File: src/rtl/usb_frame_ctrl.sv
// Frame-assembly controller: sequences ULPI bytes (one per new_byte strobe)
// into a sync + command + payload frame and hands it to a consumer over a
// valid/ready handshake. Flags bad sync bytes, inter-byte timeouts and bytes
// that arrive while a completed frame is still held.
//
// Ports:
//   clk, rst          clock and synchronous active-high reset
//   usb_data_in       received byte, qualified by new_byte
//   new_byte          one-cycle strobe for usb_data_in
//   frame_ready       consumer accepts the held frame
//   frame_data        assembled frame, first byte in the MSBs
//   frame_valid       frame_data complete and stable
//   busy              a frame is in progress or held
//   byte_count        bytes captured in the current frame
//   err_sync          pulse: first byte was not the sync byte
//   err_timeout       pulse: frame aborted on inter-byte gap
//   err_overrun       pulse: byte dropped while holding a frame
module usb_frame_ctrl #(
    parameter int unsigned PAYLOAD_BYTES  = 64,
    parameter logic [7:0]  SYNC_BYTE      = 8'hA5,
    parameter int unsigned TIMEOUT_CYCLES = 1024,
    localparam int unsigned FW            = (PAYLOAD_BYTES + 2) * 8
) (
    input  logic          clk,
    input  logic          rst,
    input  logic [7:0]    usb_data_in,
    input  logic          new_byte,
    input  logic          frame_ready,
    output logic [FW-1:0] frame_data,
    output logic          frame_valid,
    output logic          busy,
    output logic [6:0]    byte_count,
    output logic          err_sync,
    output logic          err_timeout,
    output logic          err_overrun
);

    localparam int unsigned GW          = $clog2(TIMEOUT_CYCLES + 1);
    localparam logic [GW-1:0] GAP_LAST  = GW'(TIMEOUT_CYCLES - 1);
    localparam logic [6:0] LAST_BEFORE  = 7'(PAYLOAD_BYTES + 1);

    typedef enum logic [1:0] {
        ST_IDLE,
        ST_HDR,
        ST_PAYLOAD,
        ST_HOLD
    } state_t;

    state_t         state;
    state_t         state_nxt;
    logic [GW-1:0]  gap_cnt;
    logic [GW-1:0]  gap_nxt;
    logic [FW-1:0]  data_nxt;
    logic [6:0]     count_nxt;
    logic           err_sync_nxt;
    logic           err_timeout_nxt;
    logic           err_overrun_nxt;

    logic           is_sync;
    logic           gap_expired;
    logic [FW-1:0]  data_shift;
    logic [FW-1:0]  data_start;

    assign is_sync     = new_byte && (usb_data_in == SYNC_BYTE);
    assign gap_expired = !new_byte && (gap_cnt == GAP_LAST);
    assign data_shift  = {frame_data[FW-9:0], usb_data_in};
    // A sync byte starts from a cleared frame so no stale bits survive.
    assign data_start  = {{(FW-8){1'b0}}, usb_data_in};

    // State and registered outputs
    always_ff @(posedge clk) begin
        if (rst) begin
            state       <= ST_IDLE;
            gap_cnt     <= '0;
            frame_data  <= '0;
            frame_valid <= 1'b0;
            busy        <= 1'b0;
            byte_count  <= '0;
            err_sync    <= 1'b0;
            err_timeout <= 1'b0;
            err_overrun <= 1'b0;
        end else begin
            state       <= state_nxt;
            gap_cnt     <= gap_nxt;
            frame_data  <= data_nxt;
            frame_valid <= (state_nxt == ST_HOLD);
            busy        <= (state_nxt != ST_IDLE);
            byte_count  <= count_nxt;
            err_sync    <= err_sync_nxt;
            err_timeout <= err_timeout_nxt;
            err_overrun <= err_overrun_nxt;
        end
    end

    // Next-state logic
    always_comb begin
        state_nxt = state;
        case (state)
            ST_IDLE: begin
                if (is_sync) state_nxt = ST_HDR;
            end
            ST_HDR: begin
                if (new_byte)         state_nxt = ST_PAYLOAD;
                else if (gap_expired) state_nxt = ST_IDLE;
            end
            ST_PAYLOAD: begin
                if (new_byte) begin
                    if (byte_count == LAST_BEFORE) state_nxt = ST_HOLD;
                end else if (gap_expired) begin
                    state_nxt = ST_IDLE;
                end
            end
            ST_HOLD: begin
                // A byte arriving with the transfer is judged as if in IDLE.
                if (frame_ready) state_nxt = is_sync ? ST_HDR : ST_IDLE;
            end
            default: state_nxt = ST_IDLE;
        endcase
    end

    // Datapath, counters and error pulses
    always_comb begin
        data_nxt        = frame_data;
        count_nxt       = byte_count;
        gap_nxt         = '0;
        err_sync_nxt    = 1'b0;
        err_timeout_nxt = 1'b0;
        err_overrun_nxt = 1'b0;
        case (state)
            ST_IDLE: begin
                if (is_sync) begin
                    data_nxt  = data_start;
                    count_nxt = 7'd1;
                end else if (new_byte) begin
                    err_sync_nxt = 1'b1;
                end
            end
            ST_HDR, ST_PAYLOAD: begin
                if (new_byte) begin
                    data_nxt  = data_shift;
                    count_nxt = byte_count + 7'd1;
                end else if (gap_expired) begin
                    err_timeout_nxt = 1'b1;
                    count_nxt       = '0;
                end else begin
                    gap_nxt = gap_cnt + GW'(1);
                end
            end
            ST_HOLD: begin
                if (frame_ready) begin
                    count_nxt = '0;
                    if (is_sync) begin
                        data_nxt  = data_start;
                        count_nxt = 7'd1;
                    end else if (new_byte) begin
                        err_sync_nxt = 1'b1;
                    end
                end else if (new_byte) begin
                    err_overrun_nxt = 1'b1;
                end
            end
            default: ;
        endcase
    end

endmodule

File: config.mk
export PLATFORM = sky130hd
export DESIGN_NAME = usb_frame_ctrl
export DESIGN_NICKNAME = d
export VERILOG_FILES = /design/src/rtl/usb_frame_ctrl.sv
export SDC_FILE = /design/constraint.sdc
export NUM_CORES = 1
export LEC_CHECK = 0
export ABC_CLOCK_PERIOD_IN_PS = 2250
export BUFFER_PORTS_ARGS = -buffer_cell sky130_fd_sc_hd__buf_2
export CAP_MARGIN = 10
export CORE_AREA = 3 3 214 216
export CTS_BUF_LIST = sky130_fd_sc_hd__clkbuf_4
export CTS_CLUSTER_SIZE = 20
export DETAILED_ROUTE_END_ITERATION = 16
export DIE_AREA = 0 0 217 219
export PLACE_DENSITY = 0.7
export SLEW_MARGIN = 10
export SYNTH_ARGS = -nofsm -noshare
export SYNTH_HDL_FRONTEND = slang
export SYNTH_SLANG_ARGS = --single-unit
File: constraint.sdc
create_clock -name clk -period 2.25 [get_ports clk]
set_input_delay 0.1125 -clock clk [delete_from_list [all_inputs] [get_ports clk]]
set_output_delay 0.1125 -clock clk [all_outputs]
set_load 0.05 [all_outputs]
Yosys cells after proc, flatten, opt, wreduce, memory -nomap -nowiden. Index checks and enable logic that the tools add are counted. Widths: inputs -> output; s select.

Equal/unequal tests: 11. Add/sub/neg operators: 2. Multiplexer cells: 23. Bitwise operators: 2. Div/mod/pow operators: 0. Magnitude comparators: 0. Multiply operators: 0. Shift operators: 0. Reductions and logical operators: 11.

Operator list (number): $mux 528 (3); $pmux 528 s3 (1); $mux 7 (4); $pmux 7 s3 (1); $mux 2 (6); $add 11x1->11 const B (1); $eq 11x10->1 const B (1); $eq 8x8->1 const B (1); $pmux 2 s4 (1); $add 7x1->7 const B (1); $eq 7x7->1 const B (1); $eq 2x2->1 const B (3); $mux 1 (6); $ne 2x2->1 const B (3); $reduce_or 3->1 (2); $reduce_or 4->1 (1); $ne 3x3->1 const B (1); $reduce_and 3->1 (1); $eq 2x1->1 const B (1); $logic_and 1x1->1 (2); $logic_not 2->1 (1); $not 1->1 (2); $pmux 1 s2 (1); $reduce_and 2->1 (1); 3 further kinds (3).

Memory bits (read-only): 0. Input bits: 12. Logic and storage cells: 58. Flip-flop bits (word level): 553. Output and inout port bits: 540. RAM bits: 0. Bits in latches: 0. Memories kept: 0.

Longest topological paths before layout.
Word-level depth: 6. Gate-level depth with buffers: 8. Mapped depth without buffers: 7.

Worst setup path after synthesis. OpenSTA, ideal clock, no wires.

Kind: register -> register. Start point: register byte_count[0]. End point: register frame_valid. Setup slack: 0.384 ns. Data arrival time: 1.802 ns. Cell stages (with the launch flop): 7. Data required time: 2.186 ns. Clock period less this slack: 1.866 ns. Path buffers: 0. Setup time: 0.064 ns. Cell sequence: dfxtp_1 > ha_1 > nand4b_1 > nor4_1 > o21ai_0 > a221o_2 > nor2_1.

Cells in the longest elaborated chain, start to end: 5.

Ends and longest elaborated chain: from (decl) (RTL line 32) `output logic [6:0] byte_count,`; from (signal assigned) (RTL line 88) `byte_count <= count_nxt;`; $eq 7x7->1 (RTL line 108) `if (byte_count == LAST_BEFORE) state_nxt = ST_HOLD;`; $mux 2 (RTL line 108); $mux 2 (RTL line 107) `if (new_byte) begin`; $pmux 2 s4 (RTL line 98) `case (state)`; $eq 2x2->1 (RTL line 86) `frame_valid <= (state_nxt == ST_HOLD);`; to (signal assigned) (RTL line 86); to (decl) (RTL line 30) `output logic frame_valid,`.

Every way passes these cells. A chain may end at the register's enable or synchronous reset.

Final worst setup path.
Start point: register state[0]. End point: register frame_valid.

Cells in the longest elaborated chain, start to end: 4. Elaborated cells between the ends (all ways): 12. Those cells by class: eq/ne (4); mux (7); reduce/logical (1).

Ends and longest elaborated chain: from (decl) (RTL line 49) `state_t state;`; from (signal assigned) (RTL line 83) `state <= state_nxt;`; $mux 2 (on tied branches) (RTL line 104, 109, 108); $mux 2 (on tied branches) (RTL line 107, 103); $pmux 2 s4 (*) (RTL line 98); $eq 2x2->1 (*) (RTL line 86).

Every way passes the cells marked *; elsewhere a longest branch is shown, timed or not.

==> impl_metrics.json <==
{
  "synth-edff-count": 0,
  "numCtsBuffers": 142,
  "max_clock_freq_ghz": 0.475,
  "grt_overflow_total": 0,
  "hold_fails_final_rpt": 0,
  "placement.setup.worst_slack_ns": 0.167,
  "ir_drop_uv": 519,
  "maxCapViolCount": 0,
  "place_hpwl_um": 41300,
  "number_of_global_route_vias_before_repair": 16198,
  "die_area_sq_um": 47500,
  "final.period_utilization": 0.937,
  "grt.total_usage": 0.246,
  "setup_tns_ns": 0,
  "clock_insertion_delay_worst_skew_ns": 0.93,
  "stdcell_count": 3185,
  "synth.yosys.seq_area_share": 0.596,
  "floorplan.io_pins": 552,
  "setup_clock_skew_after_layout_ns": 0.0391,
  "slew-limit-headroom": 0.506,
  "worst-endpoint-required_ns": 3.09,
  "io_buffers": 551,
  "netlist_area_sq_um": 18600,
  "yosys_reg_bits": 553,
  "yosys_most_used_dff": "sky130_fd_sc_hd__dfxtp_1",
  "clkSinkCount": 553,
  "crit_path_max_fanout": 4,
  "fraction_of_layout_cells_with_a_size_suffix_above_1": 0.318,
  "clkTransAtPathRegs_ns": 0.07,
  "post_synth_net_total": 1930,
  "placementRows": 77,
  "fraction_of_synthesis_flops_using_an_asynchronous_set_or_reset_pin": 0,
  "layout-area-overhead-vs-synth_pct": 29.2,
  "ys.warnings.count": 0,
  "timing_worst_slew_pin_value_ns": 0.739,
  "element_type_at_the_critical_path_end": "flop",
  "cp_slowest_cell": "sky130_fd_sc_hd__nor4_1",
  "first_pass_grt_wire_length_um": 93200,
  "setup_slack_ns": 0.143,
  "drt_iter0_markers": 1923,
  "finish.utilization": 0.544,
  "critical_path_arrival_ns": 2.94,
  "synth.distinct_cells": 45,
  "n_fill_cell": 4035,
  "die_height_um": 219,
  "final_antenna_net_count": 0,
  "via_count": 17272,
  "grt_antenna_before_repair": 1,
  "globalplace.congestion": 0.874,
  "rsz0062_at_grt": "false",
  "cell_count_after_synthesis": 1910,
  "cts_max_level": 4,
  "detail_route.first_pass.iterations": 9,
  "dp.cells": 2923,
  "cp-start-kind": "flop",
  "worst_path_largest_cell_delay_ns": 0.46,
  "critical_path.cell_chain": "inv_1 > ha_1 > nand4b_1 > nor4_1 > o21ai_0 > a221o_2 > nor2_1",
  "static-leakage-power_nw": 10.6,
  "remaining_drc_errors": 0,
  "avgRoutedWirePerCell_um": 19.2,
  "cts_root_buffer": "sky130_fd_sc_hd__clkbuf_4",
  "finalSetupViolCount": 0,
  "slew_violations": 0,
  "dieWidth_um": 217,
  "powerDensity_nw_per_um2": 770,
  "total_routed_wirelength_um": 61100,
  "cts_tree": "yes",
  "post-route-min-period_ns": 2.11,
  "initial_core_util": 0.421,
  "setup.worst_path.class": "reg2reg",
  "clock_path_buffers": 3,
  "core_sq_um": 44100,
  "nNetsFinal": 2525,
  "post_drt_via_cell_ratio": 5.42,
  "run_status": "finished clean",
  "timing.hold.worst.class": "in2reg",
  "avgSynthCellArea_sq_um": 9.73,
  "largest_net_degree_at_the_start_of_global_routing": 120
}
## metrics by stage
stage / cell area, sq um / hold slack, ns / power [mW]
floorplan: 18600 / 0.249 / 10.2
global placement: 22000 / 0.369 / 10.2
detailed placement: 22000 / 0.371 / 10.2
CTS: 24000 / 0.0570 / 18.7
global route: 24000 / 0.137 / 19.3
finish: 24000 / 0.215 / 18.5
## worst max-delay path: cells and delay by family (launching register included)
| kind | cells | cell delay (ns) |
|---|---|---|
| buffers and inverters | 1 | 0.12 |
| AND/OR/NAND/NOR | 3 | 0.71 |
| adder cells (fa/ha/maj) | 1 | 0.26 |
| flip-flops | 1 | 0.35 |
| AO/OA/AOI/OAI | 2 | 0.59 |
## cells by family after synthesis
| kind of cell | synth area share |
|---|---|
| AO/OA/AOI/OAI | 0.225 |
| AND/OR/NAND/NOR | 0.128 |
| flip-flops | 0.596 |
| adder cells (fa/ha/maj) | 0.00539 |
| XOR/XNOR | 0.00330 |
| buffers and inverters | 0.0426 |
## path summary, 6_finish.rpt
kind | start | end | slack, ns | cells past startpoint
worst max-delay path | state[0]$_SDFF_PP0_ | frame_valid$_SDFF_PP0_ | 0.14 | 7
worst min-delay path | frame_ready | err_overrun$_SDFF_PP0_ | 0.22 | 4
worst max register to register | state[0]$_SDFF_PP0_ | frame_valid$_SDFF_PP0_ | 0.14 | 7
worst min register to register | gap_cnt[10]$_SDFF_PP0_ | gap_cnt[10]$_SDFF_PP0_ | 0.44 | 2
## what timing repair did
action | 4_1_cts | 5_1_grt
setup buffers | 0 | 0
endpoints found under the setup margin | 0 | 9
endpoints found under the hold margin | 553 | 0
resized for setup | 0 | 3
hold buffers | 30 | 0
## flip-flops by register name, indices dropped and copies added (netlist names)
register / cells
frame_data: 528
gap_cnt: 11
byte_count: 7
state: 2
busy: 1
err_overrun: 1
err_sync: 1
err_timeout: 1
frame_valid: 1
## placed cells by master, fill, tap and decap left out, types with 5 or more instances in the layout
cell                            Yosys  final
sky130_fd_sc_hd__nand2b_1           5      5
sky130_fd_sc_hd__nand2_1           20     20
sky130_fd_sc_hd__buf_12             0     23
sky130_fd_sc_hd__xor2_1             5      5
sky130_fd_sc_hd__ha_1               8      7
sky130_fd_sc_hd__o31ai_1            6      5
sky130_fd_sc_hd__a22oi_1          520    520
sky130_fd_sc_hd__clkinv_1           0     19
sky130_fd_sc_hd__dlygate4sd3_1      0     30
sky130_fd_sc_hd__buf_4              0     25
sky130_fd_sc_hd__o21ai_0            8      8
sky130_fd_sc_hd__nand3_1           10     10
sky130_fd_sc_hd__nor2b_1            6      6
sky130_fd_sc_hd__a21oi_1           11     11
sky130_fd_sc_hd__buf_2             72    550
sky130_fd_sc_hd__inv_1              7      7
sky130_fd_sc_hd__inv_2              0      6
sky130_fd_sc_hd__clkbuf_4           0    197
sky130_fd_sc_hd__dfxtp_1          553    553
sky130_fd_sc_hd__nor2_1           536    536
## Yosys cell counts (all sizes together), types with 6 or more instances
master,n,area share
ha,8,0.0054
nor2b,6,0.0020
o31ai,6,0.0024
dfxtp,553,0.60
nor2,536,0.11
a21oi,11,0.0030
nand3,10,0.0027
nand2,20,0.0040
o21ai,9,0.0026
clkbuf,93,0.019
nand2b,6,0.0022
buf,85,0.022
inv,7,0.0014
a22oi,520,0.21
## per-layer routing
layer,track usage,vias up,routed length [um]
met5,0,-,0
met4,0.109,0,2100
met3,0.0839,120,4770
met2,0.394,750,29500
met1,0.301,8323,24700
li1,-,8079,-
## final cells by class
class,instances,area [sq um],area share
tap,592,741,0.0308
clock inverter,33,239,0.00995
inverter,7,26.3,0.00109
clock buffer,197,1480,0.0616
multi-input combinational,1172,6750,0.281
timing repair buffer,629,3720,0.155
antenna,2,5.00,0.000208
sequential,553,11100,0.461
## power breakdown
part	leakage (nW)	total [mW]	internal, mW	switching [mW]
registers	4.45	9.79	9.79	0.000941
logic	5.08	0.251	0.0610	0.190
clock network	1.03	8.45	4.47	3.99
total	10.6	18.5	14.3	4.18
(Power assumes the default switching activity.)
